### config.mk
export PLATFORM = sky130hd
export DESIGN_NAME = froc_test_sequencer
export DESIGN_NICKNAME = d
export VERILOG_FILES = /design/src/rtl/froc_test_sequencer.sv
export SDC_FILE = /design/constraint.sdc
export NUM_CORES = 1
export LEC_CHECK = 0
export CORE_UTILIZATION = 35
export CTS_BUF_LIST = sky130_fd_sc_hd__clkbuf_4
export CTS_CLUSTER_DIAMETER = 120
export DETAILED_ROUTE_END_ITERATION = 16
export SETUP_SLACK_MARGIN = 0.3
export SLEW_MARGIN = 25
export SYNTH_ARGS = -nofsm -noshare
export SYNTH_HDL_FRONTEND = slang
export SYNTH_SLANG_ARGS = --single-unit
### constraint.sdc
create_clock -name CLK -period 2.01 [get_ports CLK]
set_input_delay 0.201 -clock CLK [delete_from_list [all_inputs] [get_ports CLK]]
set_output_delay 0.201 -clock CLK [all_outputs]
set_load 0.02 [all_outputs]
### src/rtl/froc_test_sequencer.sv
// Run-protocol sequencer for the FRoC circuit under test: start pulse, timed run windows
// separated by forced reset phases, and error accounting with the cycle of the first error.
module froc_test_sequencer #(
   parameter int RUN_CYCLES   = 64,
   parameter int RESET_CYCLES = 4,
   parameter int ITERATIONS   = 16,
   parameter int CNT_W        = 16,
   parameter int CYC_W        = 32,
   parameter int IT_W         = $clog2(ITERATIONS + 1)
) (
   input  logic             CLK,
   input  logic             reset,
   input  logic             go,
   input  logic             abort,
   input  logic             dut_error,
   output logic             start,
   output logic             dut_reset,
   output logic             running,
   output logic             done,
   output logic             aborted,
   output logic [IT_W-1:0]  iteration,
   output logic [CNT_W-1:0] error_count,
   output logic             first_error_valid,
   output logic [CYC_W-1:0] first_error_cycle
);

   localparam int WIN_W = $clog2(RUN_CYCLES + 1);
   localparam int RST_W = $clog2(RESET_CYCLES + 1);
   localparam logic [WIN_W-1:0] WIN_LAST = WIN_W'(RUN_CYCLES - 1);
   localparam logic [RST_W-1:0] RST_LAST = RST_W'(RESET_CYCLES - 1);
   localparam logic [IT_W-1:0]  IT_LAST  = IT_W'(ITERATIONS - 1);

   typedef enum logic [2:0] {IDLE, START, RUN, RSTPH, DONE} state_t;

   state_t           state;
   logic [CYC_W-1:0] cycle_count;
   logic [WIN_W-1:0] window_count;
   logic [RST_W-1:0] reset_count;

   // Output flags are set on the transition into each state so they track state without decode glitches.
   always_ff @(posedge CLK) begin
      if (reset) begin
         state             <= IDLE;
         start             <= 1'b0;
         dut_reset         <= 1'b0;
         running           <= 1'b0;
         done              <= 1'b0;
         aborted           <= 1'b0;
         iteration         <= '0;
         error_count       <= '0;
         first_error_valid <= 1'b0;
         first_error_cycle <= '0;
         cycle_count       <= '0;
         window_count      <= '0;
         reset_count       <= '0;
      end else begin
         start <= 1'b0;
         case (state)
            IDLE: begin
               if (go) begin
                  state             <= START;
                  start             <= 1'b1;
                  aborted           <= 1'b0;
                  iteration         <= '0;
                  error_count       <= '0;
                  first_error_valid <= 1'b0;
                  first_error_cycle <= '0;
                  cycle_count       <= '0;
                  window_count      <= '0;
               end
            end
            START: begin
               if (abort) begin
                  state   <= DONE;
                  done    <= 1'b1;
                  aborted <= 1'b1;
               end else begin
                  state   <= RUN;
                  running <= 1'b1;
               end
            end
            RUN: begin
               if (dut_error) begin
                  if (error_count != '1) begin
                     error_count <= error_count + CNT_W'(1);
                  end
                  if (!first_error_valid) begin
                     first_error_valid <= 1'b1;
                     first_error_cycle <= cycle_count;
                  end
               end
               cycle_count  <= cycle_count + CYC_W'(1);
               window_count <= window_count + WIN_W'(1);
               if (abort || (window_count == WIN_LAST && iteration == IT_LAST)) begin
                  state   <= DONE;
                  running <= 1'b0;
                  done    <= 1'b1;
                  aborted <= abort;
               end else if (window_count == WIN_LAST) begin
                  state       <= RSTPH;
                  running     <= 1'b0;
                  dut_reset   <= 1'b1;
                  reset_count <= '0;
               end
            end
            RSTPH: begin
               // Abort wins over the phase exit, so an aborted phase leaves iteration untouched.
               if (abort) begin
                  state     <= DONE;
                  dut_reset <= 1'b0;
                  done      <= 1'b1;
                  aborted   <= 1'b1;
               end else if (reset_count == RST_LAST) begin
                  state        <= RUN;
                  dut_reset    <= 1'b0;
                  running      <= 1'b1;
                  iteration    <= iteration + IT_W'(1);
                  window_count <= '0;
               end else begin
                  reset_count <= reset_count + RST_W'(1);
               end
            end
            DONE: begin
               if (!go) begin
                  state <= IDLE;
                  done  <= 1'b0;
               end
            end
            default: state <= IDLE;
         endcase
      end
   end

endmodule

Yosys cells after proc, flatten, opt, wreduce, memory -nomap -nowiden

Index checks and enable logic that the tools add are counted.

Add/sub/neg operators: 5
Equal/unequal tests: 23
Muxes and demuxes: 51
Bitwise operators: 1
Reductions and logical operators: 24

Operators with widths:

| cell                                                             | count |
|---|---|
| 32-bit one-hot mux with 2 select lines                           | 2 |
| 32-bit two-way mux                                               | 3 |
| 16-bit two-way mux                                               | 3 |
| 3-bit two-way mux                                                | 11 |
| 32-bit by 1-bit adder with 32-bit output (second input constant) | 1 |
| 16-bit one-hot mux with 2 select lines                           | 1 |
| 4-bit AND reduction                                              | 8 |
| 2-bit inequality test (second input constant)                    | 12 |
| 7-bit two-way mux                                                | 3 |
| 7-bit one-hot mux with 3 select lines                            | 1 |
| 16-bit by 1-bit adder with 16-bit output (second input constant) | 1 |
| 1-bit two-way mux                                                | 16 |
| 16-bit inequality test (second input constant)                   | 1 |
| 5-bit two-way mux                                                | 3 |
| 3-bit one-hot mux with 5 select lines                            | 1 |
| 3-bit nonzero test                                               | 4 |
| 5-bit one-hot mux with 2 select lines                            | 1 |
| 5-bit AND reduction                                              | 2 |
| 3-bit by 2-bit == test with 1-bit output (second input constant) | 3 |
| 1-bit one-hot mux with 3 select lines                            | 3 |
| 7-bit by 1-bit adder with 7-bit output (second input constant)   | 1 |
| 7-bit by 6-bit == test with 1-bit output (second input constant) | 1 |
| 3-bit inequality test (second input constant)                    | 2 |
| 3-bit one-hot mux with 2 select lines                            | 1 |
| 15 further kinds                                                 | 19 |

Register bits after elaboration: 104
Input bits: 5
Output and inout port bits: 59
Logic and storage cells: 117

Depth between registers and ports, before layout

Gate-level depths: netlist of run 1.

Depth after elaboration: 5
Gate-level depth with buffers: 8
Depth with buffers taken out: 8

Least setup slack after synthesis of run 1

No wires, ideal clock.

Path kind: register to register
Start: reg error_count[0]
End: reg error_count[1]
Library setup time: 0.116 ns
Arrival time: 1.846 ns
Required time: 1.894 ns
Path slack: 0.048 ns
Stages on the path, launching flop included: 7
Path buffers: 0
Period minus slack after synthesis: 1.962 ns
Path through: dfxtp_1 ha_1 nand3_1 nand4bb_1 o21ai_1 nor4b_1 a31o_2

Longest elaborated chain between the ends: 4
Elaborated cells on any way between the ends: 7
Those cells by class: add/sub (1); eq/ne (2); mux (3); reduce/logical (1)

Ends and longest elaborated chain:

| element                                  | line | source |
|---|---|---|
| start, declared                          | 22   | `output logic [CNT_W-1:0] error_count,` |
| start signal, assigned                   | 85   | `error_count <= error_count + CNT_W'(1);` |
| 16-bit by 1-bit adder with 16-bit output | 85   |  |
| 16-bit two-way mux                       | 84   | `if (error_count != '1) begin` |
| 16-bit two-way mux                       | 83   | `if (dut_error) begin` |
| 16-bit one-hot mux with 2 select lines   | 58   | `case (state)` |

Parallel ways exist; a longest one is shown, timed or not. The select of a mux whose other input is x is not followed.
A chain may end at the register's enable or synchronous reset.

Worst setup path in the final report of run 1

Start: reg cycle_count[14]
End: reg cycle_count[26]

Longest elaborated chain between the ends: 2

Ends and longest elaborated chain:

| element                                  | line | source |
|---|---|---|
| start, declared                          | 36   | `logic [CYC_W-1:0] cycle_count;` |
| start signal, assigned                   | 92   | `cycle_count <= cycle_count + CYC_W'(1);` |
| 32-bit by 1-bit adder with 32-bit output | 92   |  |
| 32-bit one-hot mux with 2 select lines   | 58   |  |

Every way passes these cells.

==> impl_metrics.tcl, run 1 <==
set metrics [dict create \
    status "complete, no violations" \
    clkSlewWorstSetupHoldPaths_ns 0.15 \
    synth.area.top_cells "dfxtp_1 45%, a21oi_1 5.6%, nand3_1 4.7%" \
    tns_ns 0 \
    cts_buffers 9 \
    antenna_found_initial 0 \
    cts_num_sinks 104 \
    cts_root_buf "clkbuf_4" \
    place_hpwl_mm 8.558 \
    gr-total-overflow 0 \
    crit_cells 7 \
    gp_congestion 0.8459 \
    nets 684 \
    drv_slew 0 \
    grt_pass1_wl_mm 20.22 \
    wire_per_inst_um 15.29 \
    core-area_sq_um 12770 \
    num_io_pins 64 \
    cp_slowest_cell "dfxtp_2" \
    initial_core_util 0.3640 \
    hold_viol_final 0 \
    syn_nets 555 \
    synth_commonest_cells "104 x dfxtp_1, 54 x nand2_1, 54 x nor2_1" \
    drtAntennaViolNets 0 \
    cts_buffer_depth 2 \
    clock_power_share 0.266 \
    startpoint_type "flip-flop" \
    syn_area_sq_um 4649 \
    period_share 0.9025 \
    first_global_vias 4109 \
    ys.warnings.count 0 \
    power_mw 3.373 \
    finalSetupViolCount 0 \
    yosysMostFrequentCell "dfxtp_1" \
    crit_path_cell_trace "nand4_4 -> nor4_4 -> buf_4 -> nand4_1 -> buf_6 -> or3_1 -> a21oi_1" \
    die-area_sq_um 13750 \
    dr.pass1.iters 5 \
    slowest_delay_ns 0.39 \
    synth_async_sr_flop_share 0 \
    cp-end-kind "flip-flop" \
    fmax_ghz 0.5512 \
    max-slew-margin-rel 0.6578 \
    drt_wl_total_mm 12.95 \
    dr.first_iter.drc_count 319 \
    holdPathStages 2 \
    required_ns 2.40 \
    cp.arrival_ns 2.21 \
    comb_power_share 0.118 \
    ir_drop_mv 0.2391 \
    synth_edf_count 0 \
    min_path_type "input pin to flip-flop" \
    min_period_ns 1.814 \
    rsz0062_at_grt "yes" \
    cp_num_buf_inv 2 \
    drc_errors 0 \
    vias 4554 \
    cp_max_fo 6 \
    insertion_delay_ns 0.45 \
    fillers 1178 \
    seq_area_frac_synth 0.4478 \
    swShare 0.2677 \
    synth.distinct_cells 60 \
    die_x_um 117.3 \
    whs_ns 0.02403 \
    viasPerCell 5.377 \
    cts_max_level 3 \
    cts_tree "done" \
    port_buffers 63 \
    switchingPower_mw 0.9031 \
    place_ws_ns -0.1161 \
    synth_top_area_share 0.4478 \
    path_delay_family "simple AND/OR/NAND/NOR gates" \
    p_int_mw 2.470 \
    fin_worst_skew_ns 0.009570 \
    ys_ff_latch 104 \
    worstSetupPathType "flip-flop to flip-flop" \
    grt_max_degree 42 \
    syn_to_final_growth_pct 41.28 \
    layout_setup_ws_ns 0.1959 \
    seq_power_share 0.617 \
    leakage_nw 2.542 \
    synth_cells 543 \
    drv_cap 0 \
    layout-drive-gt1-share 0.2730 \
    power-per-cell-area_nw_per_um2 513.5 \
    r2r.worst_path.cells 7 \
    max_slew.worst_pin.slew_ns 0.5127 \
    yosysTopAreaCell "dfxtp_1" \
    gr-usage-all-layers 0.1888 \
    row_count 41 \
    avgSynthCellArea_sq_um 8.563 \
    die_h_um 117.3 \
    synth_flop_cell "dfxtp_1" \
]
==> cells in the final DEF (no fill, tap or decap), types with 4 or more instances in the layout <==
cell type	synthesis	final
nand2b_1	6	5
dfxtp_1	104	78
clkbuf_4	0	10
nand4_1	20	20
dfxtp_2	0	19
nor3_1	7	6
nand2_2	0	6
dfxtp_4	0	7
and3_1	8	7
nor4_4	2	5
dlygate4sd2_1	0	12
nand3_1	44	37
inv_1	10	10
clkdlybuf4s50_1	0	38
a21oi_1	52	47
nand3_2	0	4
xor2_1	15	15
o31ai_1	5	5
a21oi_2	0	4
dlymetal6s2s_1	0	12
or3_1	15	13
o21ai_0	13	10
a31oi_1	4	4
buf_4	0	68
a22o_1	13	13
nand2_1	54	48
ha_4	0	4
o211ai_1	19	19
nor2_1	54	47
buf_6	0	8
nor2_2	1	5
==> per-layer routing <==
layer	vias to the layer above	routed length (um)	GRT usage
met4	0	313	0.07679
met1	2166	6008	0.2504
met3	27	470	0.02626
met5	-	0	0
li1	2254	-	-
met2	107	6154	0.3086
==> state kept, by name, summed over array words and instances, names as in the netlist <==
signal,cells
aborted,1
first_error_cycle,32
running,1
done,1
error_count,16
window_count,7
state,3
reset_count,3
first_error_valid,1
cycle_count,32
start,1
dut_reset,1
iteration,5
==> metrics by stage <==
stage,instances,utilization,area [sq um]
after global placement,795,0.4532,5789
after floorplan,543,-,4708
after global routing,846,0.5141,6566
final,847,0.5143,6569
after detailed placement,795,0.4532,5789
after CTS,832,0.4916,6280
==> cells by family (layout without fill, tap and decap cells) <==
| group | count (synthesis) | count (layout) | synth area share |
|---|---|---|---|
| xor gates and xnor gates | 18 | 18 | 0.03391 |
| muxes | 6 | 6 | 0.01399 |
| and+or+nand+nor | 243 | 243 | 0.2769 |
| buffers and inverters | 37 | 168 | 0.03122 |
| DFF | 104 | 104 | 0.4478 |
| other | 0 | 1 | 0 |
| AOI/OAI and AO/OA | 128 | 128 | 0.1773 |
| adders and majority gates | 7 | 7 | 0.01884 |
==> path summary, 6_finish.rpt <==
check / startpoint / to / slack, ns
min reg2reg: first_error_cycle[21]$_SDFFE_PP0P_ / first_error_cycle[21]$_SDFFE_PP0P_ / 0.46
min: reset / iteration[1]$_SDFFE_PP0P_ / 0.02
max reg2reg: cycle_count[14]$_SDFFE_PP0P_ / cycle_count[26]$_SDFFE_PP0P_ / 0.20
max: cycle_count[14]$_SDFFE_PP0P_ / cycle_count[26]$_SDFFE_PP0P_ / 0.20
==> power groups by stage <==
stage               Combinational (mW)  Clock (mW)  Sequential [mW]
finish                           0.397       0.897             2.08
global route                     0.426        1.01             2.08
CTS                              0.355       0.914             2.08
detailed placement               0.328           0             2.13
global placement                 0.324           0             2.13
floorplan                        0.169           0             2.14
==> what timing repair did <==
action,4_1_cts,5_1_grt
gates cloned,1,0
gates resized for setup,77,53
setup buffers,23,14
setup endpoints to repair,60,71
pin swaps,24,34
hold buffers,0,0
==> layout make-up <==
type	instances	area, sq um	share of cell area
diodes	1	2.502	0.0003810
clock buffers	10	75.07	0.01143
clock inverters	3	12.51	0.001905
inverters	10	37.54	0.005714
multi-input cells	402	2763	0.4206
flip-flops and latches	104	2132	0.3246
well taps	172	215.2	0.03276
repair buffers	145	1331	0.2027
(Power assumes the default switching activity.)
==> run 2: changes to the inputs <==
--- a/config.mk
+++ b/config.mk
@@ -10,4 +10,5 @@
 export CTS_CLUSTER_DIAMETER = 120
 export DETAILED_ROUTE_END_ITERATION = 16
+export RECOVER_POWER = 25
 export SETUP_SLACK_MARGIN = 0.3
 export SLEW_MARGIN = 25
==> constraint.sdc (replaced) <==
create_clock -name CLK -period 2.01 [get_ports CLK]
set_input_delay 0.5025 -clock CLK [delete_from_list [all_inputs] [get_ports CLK]]
set_output_delay 0.5025 -clock CLK [all_outputs]
set_load 0.02 [all_outputs]
==> run 2 against run 1 <==
  * Sequential power about the same
  * Utilization decreased by 1.4 points
  * Sequential share of layout area increased by 1.3 points
  * Critical path type unchanged
  * Largest cell class unchanged
  * Largest power group unchanged
==> impl_metrics.tcl, run 2 (synthesized netlist as in run 1, its figures left out) <==
set metrics [dict create \
    rsz0062_at_grt "yes" \
    fmax_ghz 0.5526 \
    drc_errors 0 \
    drv_cap 0 \
    gp_congestion 0.8473 \
    insertion_delay_ns 0.48 \
    required_ns 2.42 \
    drtAntennaViolNets 0 \
    r2r_end "error_count[12]$_SDFFE_PP0P_" \
    vias 4541 \
    die_x_um 117.3 \
    nets 685 \
    final_common_cell "buf_4" \
    fin_cells 851 \
    antenna_found_initial 0 \
    power_mw 3.647 \
    die_h_um 117.3 \
    fillers 1206 \
    seq_area_sq_um 2158 \
    status "complete, no violations" \
    dpl_cell_area_sq_um 5824 \
    period_share 0.9003 \
    initial_core_util 0.3640 \
    drv_slew 0 \
    cp-end-kind "flip-flop" \
    viasPerCell 5.336 \
    seq_power_share 0.570 \
    dp_cells 799 \
    num_io_pins 64 \
    port_buffers 63 \
    leakage_nw 2.294 \
    gr-usage-all-layers 0.1926 \
    r2r.worst_path.cells 5 \
    worstSetupPathType "flip-flop to flip-flop" \
    drt_wl_total_mm 12.78 \
    die-area_sq_um 13750 \
    fin_worst_skew_ns 0.01513 \
    layout-drive-gt1-share 0.2950 \
    power-per-cell-area_nw_per_um2 571.0 \
    grt_pass1_wl_mm 20.53 \
    max-slew-margin-rel 0.4507 \
    cts_buffer_depth 2 \
    dr.pass1.iters 5 \
    min_path_type "input pin to flip-flop" \
    final_cell_mix "71 x buf_4, 63 x dfxtp_1, 51 x nand2_1, 51 x a21oi_1, 50 x nor2_1" \
    hold_viol_final 0 \
    whs_ns 0.4448 \
    cts_max_level 3 \
    syn_to_final_growth_pct 37.38 \
    wire_per_inst_um 15.02 \
    comb_power_share 0.096 \
    finalSetupViolCount 0 \
    gr-total-overflow 0 \
    first_global_vias 4208 \
    cp_max_fo 6 \
    crit_path_cell_trace "nor3b_1 -> nand2_1 -> buf_4 -> or4b_1 -> a21oi_1" \
    reg2reg_setup_slack_ns 0.20 \
    clkSlewWorstSetupHoldPaths_ns 0.16 \
    grt_max_degree 54 \
    crit-reg2reg-launch "state[1]$_SDFFE_PP0P_" \
    min_from "reset" \
    row_count 41 \
    p_int_mw 2.704 \
    clock_power_share 0.334 \
    cp_slowest_cell "or4b_1" \
    dr.first_iter.drc_count 259 \
    ir_drop_mv 0.2559 \
    cts_tree "done" \
    cts_root_buf "clkbuf_4" \
    cts_buffers 9 \
    swShare 0.2585 \
    min_period_ns 1.810 \
    holdPathStages 3 \
    slowest_delay_ns 0.50 \
    fin_util 0.5000 \
    place_hpwl_mm 8.619 \
    cp.arrival_ns 2.22 \
    whs_endpoint "iteration[1]$_SDFFE_PP0P_" \
    max_slew.worst_pin.slew_ns 0.8209 \
    stdcell_area_sq_um 6387 \
    startpoint_type "flip-flop" \
    multiInputGateArea_sq_um 2641 \
    top_regs "cycle_count (32), first_error_cycle (32), error_count (16)" \
    core-area_sq_um 12770 \
    switchingPower_mw 0.9429 \
    cts_num_sinks 104 \
]
==> run 2: critical path: cells and delay by family, from the launching register on <==
family,cells,cell delay [ns]
simple gates,3,1.02
compound gates,1,0.13
buf+inv,1,0.19
flops,1,0.41
==> run 2: routing by layer <==
| layer | global-route usage | share of wire | up-vias |
|---|---|---|---|
| met5 | 0 | 0 | - |
| met4 | 0.09705 | 0.026 | 0 |
| met3 | 0.02935 | 0.033 | 31 |
| met2 | 0.3094 | 0.47 | 109 |
| met1 | 0.2514 | 0.47 | 2149 |
| li1 | - | - | 2252 |
==> run 2: worst max-delay path by stage <==
stage / end / cells past startpoint / start / slack, ns
after global routing: first_error_cycle[7]$_SDFFE_PP0P_ / 6 / dut_error / 0.09
after global placement: iteration[3]$_SDFFE_PP0P_ / 6 / go / -0.32
after detailed placement: iteration[3]$_SDFFE_PP0P_ / 6 / go / -0.35
after floorplan: error_count[12]$_SDFFE_PP0P_ / 6 / error_count[1]$_SDFFE_PP0P_ / 0.30
after CTS: error_count[3] / 1 / error_count[3]$_SDFFE_PP0P_ / 0.15
final: error_count[12]$_SDFFE_PP0P_ / 5 / state[1]$_SDFFE_PP0P_ / 0.20
==> run 2: stage by stage <==
stage	worst slack (ns)	setup TNS [ns]
final	0.2005	0
after global routing	0.08599	0
after floorplan	0.2956	0
after global placement	-0.3224	-8.079
after detailed placement	-0.3544	-9.233
after CTS	0.1539	0
==> run 2: final cells by class <==
type	count	share of cell area
Multi-Input combinational cell	402	0.4135
Clock inverter	7	0.01450
Clock buffer	9	0.01058
Timing Repair Buffer	146	0.1835
Antenna cell	1	0.0003918
Inverter	10	0.005877
Tap cell	172	0.03369
Sequential cell	104	0.3379
==> run 2: power by group through the flow <==
stage	combinational, mW	sequential [mW]	clock [mW]
after global placement	0.323	2.13	0
final	0.349	2.08	1.22
after detailed placement	0.326	2.13	0
after floorplan	0.167	2.14	0
after CTS	0.337	2.08	1.25
after global routing	0.379	2.08	1.33
==> run 2: what timing repair did <==
action	CTS	global route
setup buffers	20	15
hold buffers	0	0
setup endpoints to repair	114	100
gates resized for setup	167	85
pin swaps	15	23
==> patch 1: new RTL, flow settings as in run 1 <==
Change the parameter `RESET_CYCLES` from 4 to 8.
--- a/src/rtl/froc_test_sequencer.sv
+++ b/src/rtl/froc_test_sequencer.sv
@@ -3,5 +3,5 @@
 module froc_test_sequencer #(
    parameter int RUN_CYCLES   = 64,
-   parameter int RESET_CYCLES = 4,
+   parameter int RESET_CYCLES = 8,
    parameter int ITERATIONS   = 16,
    parameter int CNT_W        = 16,
Function: same outputs for any inputs over 4 cycles, from zero or initial values and one cycle with reset high; that may be too few to reach the edited logic, so the function may still have changed.
==> patch 1 against run 1 <==
First-iteration DRC count decreased by 16%. Highest routed layer unchanged. Via count increased by 11%. Critical endpoint is now cycle_count[16]. Sequential cell count increased by 1. Power increased by 17%. Count of clock-buffer cells in the layout decreased by 1. Non-clock buffer count increased by 18. Final area increased by 22%. Wire length increased by 28%. Largest power group unchanged. Setup slack got worse by 0.15 ns. Area after synthesis increased by 3.0%. Worst hold slack improved by 0.11 ns. Global-route usage increased by 0.69 points.
==> patch 1: results (changes against run 1) <==
clock_tree:
  insertion_delay_ns: 0.50  # +0.05 ns
  clock_path_buffers: 2  # unchanged
route:
  drtIter0Drc: 269  # -16%
  dr_total_vias: 5051  # +11%
  met1_length_mm: 6.97  # +16%
  wl_met3_um: 920  # +96%
  wl_met2_mm: 8.25  # +34%
  dr.pass1.iters: 4  # -1
  wire_per_inst_um: 18.2  # +19%
synth:
  synth.top_cell.area_share_pct: 43.9  # -0.90 points
  synth_area_leaders: "dfxtp_1 44%, a21oi_1 6.9%, nand2_1 6.6%, nand3_1 5.4%, nor2_1 4.9%"
  ys_types: 58  # -3.3%
  synth_nets: 602  # +8.5%
  ys_top_cells_by_count: "105 x dfxtp_1, 84 x nand2_1, 66 x a21oi_1"
  ys_seq_area_share_pct: 43.9  # -0.90 points
global_routing:
  grt_pass1_wl_mm: 22.4  # +11%
  met3_usage_pct: 2.97  # +0.34 points
  grt_max_degree: 41  # -2.4%
  grt_pass1_vias: 4501  # +9.5%
  antenna_found_initial: 1  # +1
  use_met1_pct: 25.5  # +0.48 points
  grt_usage_pct: 19.6  # +0.69 points
  use_met2_pct: 32.6  # +1.7 points
finish:
  nets: 740  # +8.2%
  layout-drive-gt1-share_pct: 45.5  # +18 points
setup_path:
  cp_slowest_stage_delay_ns: 0.41  # +0.02 ns
  crit_path_top_delay_cell: "nor3_4"
  r2r_cells: 8  # +1
  rr_startpoint: "cycle_count[1]"
  rr_endpoint: "cycle_count[16]"
  cp_data_arrival_time_ns: 2.40  # +0.19 ns
  cp_max_fo: 4  # -2
timing:
  relSlewSlack_pct: 55.2  # -11 points
  fin_skew_ns: 0.0257  # +0.0161 ns
  setup_ws_ns: 0.0457  # -0.150 ns
pwr:
  leakage_uw: 0.00325  # +28%
  vdd_ir_drop_max_v: 0.000289  # +21%
  switchingPower_uw: 1090  # +20%
min_path:
  holdPathEnd: "window_count[1]"
place:
  dp_slack_ns: -0.116  # -0.0000950 ns
  dp_hpwl_mm: 8.39  # -2.0%
  gp_congestion: 0.839  # -0.84%
status:
  status: "completed"
patch 1: cell count changes in the layout (fill, tap and decap cells not counted), sizes merged, moves of 11 or more:
cell,change
xor2,-13
nand2,+30
a22o,-13
a21oi,+14
clkdlybuf4s50,-21
buf,+11
o211ai,-11
dlymetal6s2s,+12
patch 1: power by group through the flow:
stage                     Combinational, uW  Sequential [uW]  Clock, uW
after CTS                               381             2100       1240
final                                   617             2100       1220
after global routing                    638             2110       1320
after detailed placement                300             2150          0
after global placement                  297             2150          0
after floorplan                         175             2160          0
patch 1: cell families after synthesis:
| kind of cell | share of synthesized area, % |
|---|---|
| mux | 3.24 |
| flops | 43.9 |
| simple gates | 30.7 |
| compound gates | 14.1 |
| buf+inv | 4.00 |
| xor+xnor | 2.56 |
| fa+ha+maj | 1.57 |
patch 1: cell type report:
cell class | count | area, um^2
clock buffer | 9 | 67.6
timing repair buffer | 163 | 1810
multi-input combinational | 443 | 3660
clock inverter | 7 | 85.1
antenna | 1 | 2.50
sequential | 105 | 2150
fill | 1084 | 5280
tap | 176 | 220
inverter | 7 | 26.3
patch 1: timing repair:
item	4_1_cts	5_1_grt
pin swaps	29	92
cloned	3	10
resized for setup	95	254
setup endpoints to repair	119	119
buffers inserted	19	22
patch 1: metrics by stage:
stage / hold WS [ns] / area [um^2] / instances
after floorplan: 0.342 / 4890 / 591
after global placement: 0.444 / 5960 / 840
after detailed placement: 0.446 / 5960 / 840
after CTS: 0.107 / 6580 / 878
after global routing: 0.125 / 8020 / 911
final: 0.132 / 8020 / 911
patch 1: worst max-delay path by stage:
stage                         from         endpoint
floorplan             iteration[0]   reset_count[1]
global placement                go     iteration[2]
detailed placement              go     iteration[2]
CTS                   iteration[0]   reset_count[1]
global route        cycle_count[1]  cycle_count[16]
finish              cycle_count[1]  cycle_count[16]
==> patch 2: new RTL, flow settings as in run 1 <==
Made on the original files. The 5 states of `state_t` get a one-hot encoding in 5 bits.
--- a/src/rtl/froc_test_sequencer.sv
+++ b/src/rtl/froc_test_sequencer.sv
@@ -31,5 +31,5 @@
    localparam logic [IT_W-1:0]  IT_LAST  = IT_W'(ITERATIONS - 1);
 
-   typedef enum logic [2:0] {IDLE, START, RUN, RSTPH, DONE} state_t;
+   typedef enum logic [4:0] {IDLE = 5'b00001, START = 5'b00010, RUN = 5'b00100, RSTPH = 5'b01000, DONE = 5'b10000} state_t;
 
    state_t           state;
Function: same outputs for any inputs over 4 cycles, from zero or initial values and one cycle with reset high; so few cycles prove little.
==> patch 2 against run 1 <==
Synthesized cell count rose by 4.1%. Clock skew rose by 0.019 ns. First-iteration DRC count fell by 0.31%. Sequential share of layout area fell by 1.1 points. Final area rose by 5.4%. Global-route usage rose by 0.11 points. Setup slack got worse by 0.13 ns. Via count rose by 1.8%. Wire length rose by 6.5%. Sequential cell count rose by 2. Area after synthesis rose by 3.4%.
Power is not compared: it rests on default switching activity, and its combinational part moved more than twofold at a synthesized area within 25%.
==> patch 2: results (changes against run 1) <==
synth:
  ys_warn_count: 0  # unchanged
  ys_top_cells_by_count: "106 x dfxtp_1, 61 x nor2_1, 46 x a21oi_1"
  synth_nets: 577  # +4.0%
  synth_area_leaders: "dfxtp_1 44%, a21oi_1 4.8%, nor2_1 4.8%, a22o_1 3.6%, xnor2_1 3.6%"
  ys_types: 56  # -6.7%
  async_flop_share_pct: 0  # unchanged
  ys_seq_area_share_pct: 44.2  # -0.62 points
  synth.avg_cell_area_um2: 8.51  # -0.66%
  synth_ff_type: "dfxtp_1"
global_routing:
  grt_pass1_vias: 4244  # +3.3%
  grt_pass1_wl_mm: 21.4  # +5.7%
  grt_max_degree: 27  # -36%
  antenna_found_initial: 0  # unchanged
  grt_usage_pct: 19.0  # +0.11 points
clock_tree:
  cts_buffers: 9  # unchanged
  ctsRootBufferMaster: "clkbuf_4"
  clock_path_buffers: 2  # unchanged
  htreeDepth: 3  # unchanged
  clkTransAtPathRegs_ns: 0.16
  insertion_delay_ns: 0.48  # +0.03 ns
  postCtsHoldBufs: 0  # unchanged
route:
  dr.pass1.iters: 4  # -1
  wire_per_inst_um: 15.7  # +2.9%
  drtIter0Drc: 318  # -0.31%
  drt_wl_total_mm: 13.8  # +6.5%
  vias_per_cell: 5.29  # -1.7%
place:
  dpl.cell_count: 828  # +4.2%
  dp_slack_ns: -0.177  # -0.0605 ns
  gp_congestion: 0.866  # +2.3%
  port_buffers: 63  # unchanged
  dp_hpwl_mm: 8.93  # +4.4%
setup_path:
  cp_slowest_stage_delay_ns: 0.52  # +0.13 ns
  cp_data_arrival_time_ns: 2.35  # +0.14 ns
  cp_max_fo: 5  # -1
  crit_path_top_delay_cell: "or4b_4"
timing:
  fin_skew_ns: 0.0282  # +0.0187 ns
  tightestPinTransition_ns: 0.391  # -0.122 ns
finish:
  layout-drive-gt1-share_pct: 26.1  # -1.2 points
  largest_registers: "cycle_count x32, first_error_cycle x32, error_count x16"
  nets: 707  # +3.4%
min_path:
  hp-class: "in -> reg"
status:
  status: "completed"
pwr:
  vdd_ir_drop_max_v: 0.000334
  leakage_uw: 0.00295
==> patch 2: cell types whose count changed after synthesis, sizes merged, moves of 11 or more <==
cell / delta
nand2: -11
and3: +13
o211ai: -18
nor3: +12
xnor2: +17
nand3: -25
==> patch 2: cell families after synthesis <==
family	share of synthesized area, %
compound gates	18.4
xor+xnor	5.47
fa+ha+maj	1.82
buf+inv	4.37
flops	44.2
mux	0.625
simple gates	25.1
==> patch 2: worst paths after layout <==
| check | from | slack [ns] | cells after the start | to |
|---|---|---|---|---|
| worst min register to register | reset_count[2] | 0.47 | 2 | reset_count[2] |
| worst min-delay path | abort | 0.47 | 2 | state[2] |
| worst max register to register | state[3] | 0.07 | 5 | error_count[12] |
| worst max-delay path | state[3] | 0.07 | 5 | error_count[12] |
==> patch 2: worst max-delay path, delay by kind of cell, from the launching register on <==
family,cells,cell delay (ns)
AOI/OAI and AO/OA,2,0.26
DFF,1,0.41
and+or+nand+nor,3,1.23
==> patch 2: layout make-up <==
type / count / area [um^2]
flip-flops and latches: 106 / 2170
clock inverters: 7 / 76.3
repair buffers: 149 / 1460
inverters: 20 / 75.1
diodes: 1 / 2.50
multi-input cells: 409 / 2860
fillers: 1231 / 6370
well taps: 176 / 220
clock buffers: 9 / 67.6
==> patch 2: power breakdown <==
group	internal [uW]	switching [uW]	leakage, uW
registers	2160	48.7	0.000869
clock network	392	758	0.0000798
logic	459	520	0.00200
==> patch 2: routing by layer <==
metal | routed length (um) | track usage [%] | up-vias
li1 | - | - | 2302
met1 | 6710 | 27.2 | 2221
met2 | 6290 | 29.0 | 96
met3 | 564 | 2.73 | 16
met4 | 224 | 6.25 | 0
met5 | 0 | 0 | -
==> patch 2: what timing repair did <==
item / in CTS / in global routing
endpoints found under the setup margin: 113 / 119
cloned: 2 / 3
setup buffers: 13 / 14
resized for setup: 69 / 80
pin swaps: 10 / 15
==> patch 2: stage by stage <==
stage / util (%) / hold slack [ns] / area [um^2]
floorplan: - / 0.361 / 4900
global placement: 45.3 / 0.441 / 6030
detailed placement: 45.3 / 0.456 / 6030
CTS: 48.6 / 0.422 / 6470
global route: 52.1 / 0.460 / 6920
finish: 52.1 / 0.472 / 6920
